[src/rtl/control_pkg.sv]
// -----------------------------------------------------------------------------
// control_pkg
// Shared definitions for the main control unit: RV32 opcode constants,
// branch funct3 codes, ALU operation classes and the bundled control word
// passed from the combinational decoder to the output register stage.
// -----------------------------------------------------------------------------
package control_pkg;

    // Major opcodes, instruction[6:0]
    localparam logic [6:0] R_TYPE = 7'b0110011;
    localparam logic [6:0] I_TYPE = 7'b0010011;
    localparam logic [6:0] LOAD   = 7'b0000011;
    localparam logic [6:0] STORE  = 7'b0100011;
    localparam logic [6:0] BRANCH = 7'b1100011;
    localparam logic [6:0] JAL    = 7'b1101111;
    localparam logic [6:0] JALR   = 7'b1100111;
    localparam logic [6:0] LUI    = 7'b0110111;

    // Branch conditions, instruction[14:12]
    localparam logic [2:0] F3_BEQ = 3'b000;
    localparam logic [2:0] F3_BNE = 3'b001;

    // ALU operation class handed to the ALU control stage
    typedef enum logic [2:0] {
        ALU_ADD    = 3'b000,  // address generation / link
        ALU_RTYPE  = 3'b001,  // ALU looks at funct3/funct7
        ALU_ITYPE  = 3'b010,  // ALU looks at funct3
        ALU_BRANCH = 3'b011,  // compare via subtract
        ALU_LUI    = 3'b100   // pass immediate through
    } alu_op_t;

    // Full control word. Mem_Read is not stored separately: it is by
    // definition a copy of mem_read_en, so it is derived at the output.
    typedef struct packed {
        logic    mem_read_en;
        logic    mem_to_reg;
        logic    mem_write_en;
        logic    alu_src;
        logic    reg_write;
        logic    beq;
        logic    bne;
        logic    jal_en;
        logic    jalr_en;
        alu_op_t alu_op;
    } ctrl_t;

    localparam ctrl_t CTRL_NOP = '0;

endpackage

[src/rtl/control_decoder.sv]
// -----------------------------------------------------------------------------
// control_decoder
// Purely combinational opcode/funct3 decode into a control word.
// Ports:
//   opcode [6:0] in  - instruction[6:0]
//   funct3 [2:0] in  - instruction[14:12]
//   ctrl         out - decoded control word (all zero for unknown opcodes)
// -----------------------------------------------------------------------------
module control_decoder
    import control_pkg::*;
(
    input  logic [6:0] opcode,
    input  logic [2:0] funct3,
    output ctrl_t      ctrl
);

    always_comb begin
        // Everything not explicitly set below stays 0, so unknown opcodes
        // fall out as a NOP without a separate branch.
        ctrl = CTRL_NOP;
        case (opcode)
            R_TYPE: begin
                ctrl.reg_write = 1'b1;
                ctrl.alu_op    = ALU_RTYPE;
            end
            I_TYPE: begin
                ctrl.reg_write = 1'b1;
                ctrl.alu_src   = 1'b1;
                ctrl.alu_op    = ALU_ITYPE;
            end
            LOAD: begin
                ctrl.mem_read_en = 1'b1;
                ctrl.mem_to_reg  = 1'b1;
                ctrl.reg_write   = 1'b1;
                ctrl.alu_src     = 1'b1;
                ctrl.alu_op      = ALU_ADD;
            end
            STORE: begin
                // Byte/word width is resolved in the memory stage, so all
                // store flavours share one decode.
                ctrl.mem_write_en = 1'b1;
                ctrl.alu_src      = 1'b1;
                ctrl.alu_op       = ALU_ADD;
            end
            BRANCH: begin
                // Only BEQ/BNE are supported; other conditions compare but
                // never take the branch.
                ctrl.alu_op = ALU_BRANCH;
                ctrl.beq    = (funct3 == F3_BEQ);
                ctrl.bne    = (funct3 == F3_BNE);
            end
            JAL: begin
                ctrl.jal_en    = 1'b1;
                ctrl.reg_write = 1'b1;
                ctrl.alu_src   = 1'b1;
                ctrl.alu_op    = ALU_ADD;
            end
            JALR: begin
                ctrl.jalr_en   = 1'b1;
                ctrl.reg_write = 1'b1;
                ctrl.alu_src   = 1'b1;
                ctrl.alu_op    = ALU_ADD;
            end
            LUI: begin
                ctrl.reg_write = 1'b1;
                ctrl.alu_src   = 1'b1;
                ctrl.alu_op    = ALU_LUI;
            end
            default: ;
        endcase
    end

endmodule

[src/rtl/control_unit.sv]
// -----------------------------------------------------------------------------
// control_unit
// Main pipeline control: combinational decode followed by one register
// stage, so every output reflects the opcode/funct3 sampled at the previous
// rising edge. Synchronous active-low reset forces a NOP.
// Ports:
//   clk, rst_n            - clock, synchronous active-low reset
//   opcode[6:0], funct3   - instruction fields to decode
//   MemReadEn, MemToReg, MemWriteEn, ALUSrc, RegWrite,
//   BEQ, BNE, JALen, JALRen - registered control flags
//   Mem_Read              - load flag for hazard detection (== MemReadEn)
//   ALUop[2:0]            - ALU operation class
// -----------------------------------------------------------------------------
module control_unit
    import control_pkg::*;
(
    input  logic       clk,
    input  logic       rst_n,
    input  logic [6:0] opcode,
    input  logic [2:0] funct3,
    output logic       MemReadEn,
    output logic       MemToReg,
    output logic       MemWriteEn,
    output logic       ALUSrc,
    output logic       RegWrite,
    output logic       BEQ,
    output logic       BNE,
    output logic       JALen,
    output logic       JALRen,
    output logic       Mem_Read,
    output logic [2:0] ALUop
);

    ctrl_t ctrl_next;
    ctrl_t ctrl_reg;

    control_decoder u_decoder (
        .opcode (opcode),
        .funct3 (funct3),
        .ctrl   (ctrl_next)
    );

    always_ff @(posedge clk) begin
        if (!rst_n) begin
            ctrl_reg <= CTRL_NOP;
        end else begin
            ctrl_reg <= ctrl_next;
        end
    end

    assign MemReadEn  = ctrl_reg.mem_read_en;
    assign MemToReg   = ctrl_reg.mem_to_reg;
    assign MemWriteEn = ctrl_reg.mem_write_en;
    assign ALUSrc     = ctrl_reg.alu_src;
    assign RegWrite   = ctrl_reg.reg_write;
    assign BEQ        = ctrl_reg.beq;
    assign BNE        = ctrl_reg.bne;
    assign JALen      = ctrl_reg.jal_en;
    assign JALRen     = ctrl_reg.jalr_en;
    // Same flop as MemReadEn, so the two can never disagree.
    assign Mem_Read   = ctrl_reg.mem_read_en;
    assign ALUop      = ctrl_reg.alu_op;

endmodule

[config.mk]
export PLATFORM = sky130hd
export DESIGN_NAME = control_unit
export DESIGN_NICKNAME = d
export VERILOG_FILES = /design/src/rtl/control_pkg.sv /design/src/rtl/control_decoder.sv /design/src/rtl/control_unit.sv
export SDC_FILE = /design/constraint.sdc
export NUM_CORES = 1
export LEC_CHECK = 0
export CAP_MARGIN = 20
export CORE_AREA = 2 2 39 41
export CTS_BUF_LIST = sky130_fd_sc_hd__clkbuf_8
export DETAILED_ROUTE_END_ITERATION = 6
export DIE_AREA = 0 0 41 43
export PLACE_DENSITY = 0.8
export SYNTH_ARGS = -nofsm -noshare
export SYNTH_HDL_FRONTEND = slang
export SYNTH_SLANG_ARGS = --single-unit
[constraint.sdc]
create_clock -name clk -period 3.3 [get_ports clk]
set_input_delay 0.825 -clock clk [delete_from_list [all_inputs] [get_ports clk]]
set_output_delay 0.825 -clock clk [all_outputs]
set_load 0.1 [all_outputs]
; Word level (Yosys, flattened, before mapping)
; Index checks and enable logic that the tools add are counted.
[totals]
register_bits = 12
word_cells = 30
[classes]
eq_ne = 9
muxes = 7
reduce_logical = 4
[ops]
columns = cell, count
row1 = $eq A7 B6 Y1 const B, 3
row2 = $eq A7 B7 Y1 const B, 3
row3 = $pmux W3 S4, 1
row4 = $reduce_or A6 Y1, 2
row5 = $eq A7 B2 Y1 const B, 1
row6 = $eq A7 B5 Y1 const B, 1
row7 = $mux W1, 5
row8 = $eq A3 B1 Y1 const B, 1
row9 = $logic_not A3 Y1, 1
row10 = $mux W2, 1
row11 = $reduce_and A2 Y1, 1

; Logic depth before layout (Yosys ltp)
; Gate-level depths: netlist (run 1).
[depth]
word_depth = 3
depth_mapped = 4
ltp_nobuf = 3

; Modules after synthesis
; From an unflattened synthesis (run 1), not the netlist that was laid out.
[hier_totals]
cells_unflattened = 60
hier_area_um2 = 563.0
[by_module_without_submodules]
columns = module, n_inst, cells_per_inst, area_per_inst_um2, seq_area_each_um2
row1 = control_unit, 1, 26, 344.1, 240.2
row2 = control_decoder, 1, 34, 219.0, 0.0

; Worst setup path after synthesis (run 1)
; Ideal clock, no wire load.
[synth_path]
path_kind = reg-to-output
startpoint = register ctrl_reg, in the netlist MemToReg
endpoint = output port MemToReg
arrival_ns = 1.374
required_ns = 2.475
slack_ns = 1.101
stages_incl_launch_ff = 2
path_cell_list = dfxtp_1 > buf_4
[synth_rtl]
columns = item, line_no
row1 = start: declaration, control_unit.sv:35  ; ctrl_t ctrl_reg;
row2 = start signal: assignment, control_unit.sv:47  ; ctrl_reg <= ctrl_next;
row3 = end: declaration, control_unit.sv:22  ; output logic MemToReg,
; No word-level cell between the ends.

; Final worst setup path (run 1)
[layout_path]
startpoint = input port rst_n
endpoint = register ctrl_reg, in the netlist BEQ
[layout_via]
elab_chain_len = 1
[layout_lines]
columns = item, line_no
row1 = start: declaration, control_unit.sv:18  ; input logic rst_n,
row2 = $reduce_and A2 Y1 (no line), n/a
; Every way passes these cells.
; A chain may end at the register's enable or synchronous reset.

==> results of run 1 <==
## routing by layer
metal / global-route usage [%] / up-vias / part of all wire (%)
li1: - / 211 / -
met1: 12.7 / 179 / 39
met2: 17.8 / 19 / 48
met3: 4.71 / 4 / 9.9
met4: 10.0 / 0 / 2.9
met5: 0 / - / 0
## sequential cells by signal, indices dropped and copies added, names as in the netlist
register and flops:
BNE 1, MemWriteEn 1, ALUSrc 1, RegWrite 1
JALRen 1, BEQ 1, ALUop 3, MemToReg 1
JALen 1
## per-stage QoR
step | hold slack [ns] | total power (W) | setup slack, ns | utilization, % | cell area (um2)
after CTS | 1.17 | 0.000299 | 1.19 | 49.1 | 679
final | 1.17 | 0.000297 | 1.17 | 49.1 | 679
after global routing | 1.18 | 0.000307 | 1.05 | 49.1 | 679
after floorplan | 0.902 | 0.000154 | 1.10 | - | 434
after global placement | 1.32 | 0.000172 | 1.05 | 45.8 | 634
after detailed placement | 1.32 | 0.000173 | 0.950 | 45.8 | 634
## power by group through the flow
stage / registers (W) / logic [W] / clock network [W]
2_1_floorplan: 0.000142 / 0.0000114 / 0
3_3_place_gp: 0.000137 / 0.0000352 / 0
3_5_place_dp: 0.000137 / 0.0000359 / 0
4_1_cts: 0.000134 / 0.0000360 / 0.000129
5_1_grt: 0.000134 / 0.0000387 / 0.000135
6_report: 0.000134 / 0.0000363 / 0.000127
## how the worst min path moves through the flow
stage	slack, ns	depth (start not counted)	startpoint	end
final	1.17	3	funct3[0]	BNE
after global routing	1.18	3	funct3[0]	BNE
after CTS	1.17	3	funct3[0]	BNE
after detailed placement	1.32	1	ALUop[1]	ALUop[1]
after global placement	1.32	1	MemWriteEn	MemWriteEn
after floorplan	0.90	1	opcode[3]	JALRen
## final cells by class
class,instances,area (um2),area share (%)
flip-flops and latches,11,220,32.4
repair buffers,24,208,30.6
multi-input cells,31,183,26.9
clock buffers,3,41.3,6.08
well taps,16,20.0,2.95
clock inverters,1,3.75,0.552
inverters,1,3.75,0.552
## worst max-delay path: stages
cell	delay [ns]
sky130_fd_sc_hd__clkdlybuf4s50_1	0.51
sky130_fd_sc_hd__nor2b_1	0.19
sky130_fd_sc_hd__or3b_1	0.45
sky130_fd_sc_hd__nor4_1	0.28
## logic make-up (layout without fill, tap and decap cells)
logic type	Yosys count	in the layout	share of synthesized area, %
buffers and inverters	5	29	7.20
AO/OA/AOI/OAI	4	4	7.20
XOR/XNOR	1	1	2.02
flip-flops	11	11	50.7
AND/OR/NAND/NOR	26	26	32.9
## cells in the final DEF (no fill, tap or decap)
| cell type | Yosys | routed |
|---|---|---|
| sky130_fd_sc_hd__and2_1 | 1 | 1 |
| sky130_fd_sc_hd__nand4_1 | 1 | 1 |
| sky130_fd_sc_hd__nor3_1 | 2 | 2 |
| sky130_fd_sc_hd__clkbuf_8 | 0 | 3 |
| sky130_fd_sc_hd__a21boi_0 | 1 | 1 |
| sky130_fd_sc_hd__nand2_1 | 6 | 6 |
| sky130_fd_sc_hd__a21oi_1 | 1 | 1 |
| sky130_fd_sc_hd__nand3b_1 | 1 | 1 |
| sky130_fd_sc_hd__xor2_1 | 1 | 1 |
| sky130_fd_sc_hd__clkdlybuf4s50_1 | 0 | 11 |
| sky130_fd_sc_hd__nor4bb_1 | 1 | 1 |
| sky130_fd_sc_hd__inv_1 | 1 | 2 |
| sky130_fd_sc_hd__nor2_1 | 4 | 4 |
| sky130_fd_sc_hd__or3b_1 | 1 | 1 |
| sky130_fd_sc_hd__o21a_1 | 1 | 1 |
| sky130_fd_sc_hd__or2b_1 | 1 | 1 |
| sky130_fd_sc_hd__nand3_1 | 1 | 1 |
| sky130_fd_sc_hd__dfxtp_1 | 11 | 11 |
| sky130_fd_sc_hd__nor4_1 | 5 | 5 |
| sky130_fd_sc_hd__a311o_2 | 1 | 1 |
| sky130_fd_sc_hd__or2_2 | 1 | 1 |
| sky130_fd_sc_hd__buf_4 | 3 | 13 |
| sky130_fd_sc_hd__nor2b_1 | 1 | 1 |
==> flow_summary.html, run 1 <==
<table>
<tr><th>Metric</th><th>Value</th></tr>
<tr><th colspan="2">Global route</th></tr>
<tr><td>Number of antenna violations at the first check in global routing</td><td>0</td></tr>
<tr><td>Global routing usage summed across all routing layers</td><td>approximately an eighth</td></tr>
<tr><td>Vias in the first global route</td><td>roughly 340</td></tr>
<tr><td>Grt total ovfl</td><td>0</td></tr>
<tr><td>Global-route wire length before repair</td><td>between 1 and 1.5 mm</td></tr>
<tr><td>Largest net degree at the start of global routing</td><td>9</td></tr>
<tr><th colspan="2">Timing</th></tr>
<tr><td>Final TNS setup</td><td>0 ns</td></tr>
<tr><td>Maximum clock frequency</td><td>roughly 470 MHz</td></tr>
<tr><td>Period Utilization, post-route</td><td>64.6%</td></tr>
<tr><td>Post-layout minimum cycle time</td><td>~2.1 ns</td></tr>
<tr><td>Relative slew margins</td><td>approximately four fifths</td></tr>
<tr><td>Setup repair after global routing missed its margin</td><td>false</td></tr>
<tr><td>Final Hold Violating Endpoints</td><td>0</td></tr>
<tr><td>Final count of negative-setup-slack endpoints</td><td>0</td></tr>
<tr><td>Max Slew Vio Count</td><td>0</td></tr>
<tr><td>Worst-Margin Slew</td><td>about 0.32 ns</td></tr>
<tr><th colspan="2">Place</th></tr>
<tr><td>Estimated wirelength of the detail-placed design</td><td>774 um</td></tr>
<tr><td>Weighted congestion reported at the end of routability-driven placement</td><td>between 0.7 and 0.8</td></tr>
<tr><td>Number of buffer cells added on primary ports</td><td>24</td></tr>
<tr><td>Total instance count after detailed placement</td><td>83</td></tr>
<tr><th colspan="2">Floorplanning</th></tr>
<tr><td>Initial core utilization</td><td>31.4%</td></tr>
<tr><td>Die outline area</td><td>approximately 0.0018 mm2</td></tr>
<tr><td>Vert. Die Dim</td><td>about 43 um</td></tr>
<tr><td>Core region area</td><td>roughly 0.0014 mm2</td></tr>
<tr><td>Horizontal die dimension</td><td>around 40 um</td></tr>
<tr><td>Number of rows in the core area</td><td>14</td></tr>
<tr><td>Num ports</td><td>25</td></tr>
<tr><th colspan="2">Worst setup path</th></tr>
<tr><td>WP data required</td><td>between 3 and 4 ns</td></tr>
<tr><td>Critical Path Fanout Max</td><td>6</td></tr>
<tr><td>Critical Setup Path Class</td><td>in2reg</td></tr>
<tr><td>Kind of capture point of the worst setup path</td><td>flip-flop</td></tr>
<tr><td>Arrival time worst endpoint</td><td>2.26 ns</td></tr>
<tr><td>End point of the critical path</td><td>BEQ</td></tr>
<tr><td>Crit path launch</td><td>rst_n</td></tr>
<tr><td>Sort of element at the start of the critical path</td><td>input port</td></tr>
<tr><th colspan="2">Cells and area</th></tr>
<tr><td>Area grow syn2layout</td><td>56.5%</td></tr>
<tr><td>Diode count</td><td>0</td></tr>
<tr><td>Filler Cell Count</td><td>~140</td></tr>
<tr><td>Final standard cell count with taps included and fillers excluded</td><td>just under 90</td></tr>
<tr><td>Post-layout net count</td><td>84</td></tr>
<tr><td>Share of cells above drive strength 1</td><td>roughly 25%</td></tr>
<tr><th colspan="2">Logic synthesis</th></tr>
<tr><td>Synthesized Nets</td><td>59</td></tr>
<tr><td>Number of synthesized register bits</td><td>11</td></tr>
<tr><td>Top cell type by total area after synthesis</td><td>sky130_fd_sc_hd__dfxtp_1</td></tr>
<tr><td>Avg Cell Area, Syn</td><td>~9 um2</td></tr>
<tr><td>Top area cells in the synthesized netlist</td><td>sky130_fd_sc_hd__dfxtp_1, sky130_fd_sc_hd__nor4_1, sky130_fd_sc_hd__buf_4, sky130_fd_sc_hd__nand2_1, sky130_fd_sc_hd__nor2_1</td></tr>
<tr><td>Async set or reset register ratio after synthesis</td><td>0%</td></tr>
<tr><td>Number of warnings issued by yosys</td><td>0</td></tr>
<tr><td>EDFF count, synth</td><td>0</td></tr>
<tr><td>Number of cells produced by synthesis</td><td>47</td></tr>
<tr><td>Synthesized cell area</td><td>434 um2</td></tr>
<tr><td>Library cells used by synthesis</td><td>22</td></tr>
<tr><td>Commonest cells in the netlist</td><td>sky130_fd_sc_hd__dfxtp_1, sky130_fd_sc_hd__nand2_1, sky130_fd_sc_hd__nor4_1</td></tr>
<tr><td>Most common cell in the synthesized netlist</td><td>sky130_fd_sc_hd__dfxtp_1</td></tr>
<tr><td>Synth Flop Type</td><td>sky130_fd_sc_hd__dfxtp_1</td></tr>
<tr><td>Share of the synthesized area in the top cell type</td><td>between 50% and 60%</td></tr>
<tr><td>Part of the Yosys area used for sequential elements</td><td>50.7%</td></tr>
<tr><th colspan="2">Clock network</th></tr>
<tr><td>Max Buffers Root-to-Sink</td><td>2</td></tr>
<tr><td>Number of sinks handled by clock tree synthesis</td><td>11</td></tr>
<tr><td>Number of buffers inserted by post-CTS setup repair</td><td>0</td></tr>
<tr><td>TritonCTS clock tree</td><td>built</td></tr>
<tr><td>H-Tree Level Count</td><td>1</td></tr>
<tr><td>Resized cells post-CTS</td><td>0</td></tr>
<tr><td>Cell chosen for the clock root</td><td>sky130_fd_sc_hd__clkbuf_8</td></tr>
<tr><td>Clock buffer count from CTS</td><td>3</td></tr>
<tr><td>Post-CTS clock slew at the launch and capture registers of the worst setup and hold paths</td><td>0.05 ns</td></tr>
<tr><td>Hold_buf cts</td><td>0</td></tr>
<tr><th colspan="2">Route</th></tr>
<tr><td>Final wirelength</td><td>968 um</td></tr>
<tr><td>Drt first pass iters</td><td>3</td></tr>
<tr><td>DRT antenna net count</td><td>0</td></tr>
<tr><td>Vias per cell</td><td>about 4.7</td></tr>
<tr><td>Vias after detailed routing</td><td>about 410</td></tr>
<tr><td>Drt first-iter violations</td><td>5</td></tr>
<tr><td>Drt drc</td><td>0</td></tr>
<tr><td>Detail-routed net length per standard cell</td><td>~11 um</td></tr>
<tr><th colspan="2">Power and ir drop</th></tr>
<tr><td>Fraction of power consumed by sequential logic</td><td>a little under half</td></tr>
<tr><td>Leakage power total</td><td>about 0.28 nW</td></tr>
<tr><td>Power density over cell area</td><td>~440 mW/mm2</td></tr>
<tr><td>Worst-case vdd ir drop</td><td>0.000248 V</td></tr>
<tr><td>Internal power contribution</td><td>about 0.00023 W</td></tr>
<tr><td>Sw Share</td><td>a little over a fifth</td></tr>
<tr><td>Fraction of power consumed by the clock network</td><td>42.6%</td></tr>
<tr><td>Psw</td><td>around 0.000065 W</td></tr>
<tr><td>Proportion of power drawn by combinational gates</td><td>approximately 12%</td></tr>
<tr><th colspan="2">Flow run</th></tr>
<tr><td>Max-Cap Viols</td><td>0</td></tr>
<tr><th colspan="2">Run status</th></tr>
<tr><td>Outcome</td><td>finished, final reports clean</td></tr>
<tr><th colspan="2">Worst hold path</th></tr>
<tr><td>Worst min-delay path class</td><td>in2reg</td></tr>
</table>
Note: power is estimated with default switching activity, not from simulation.
==> inputs of run 2 (changes only) <==
- clock period: 3.3 -> 2.25 ns (I/O delays scaled with it)
==> results of run 2 <==
The final DEF is identical to that of run 1. Status: finished, final reports clean.
Main changes from that run: setup slack after placement 0.950 ns -> 0.163 ns; setup slack after layout 1.17 ns -> 0.382 ns; hold slack 1.17 ns -> 0.907 ns; total power 0.000297 W -> 0.000436 W; worst IR drop on VDD 0.000248 V -> 0.000363 V
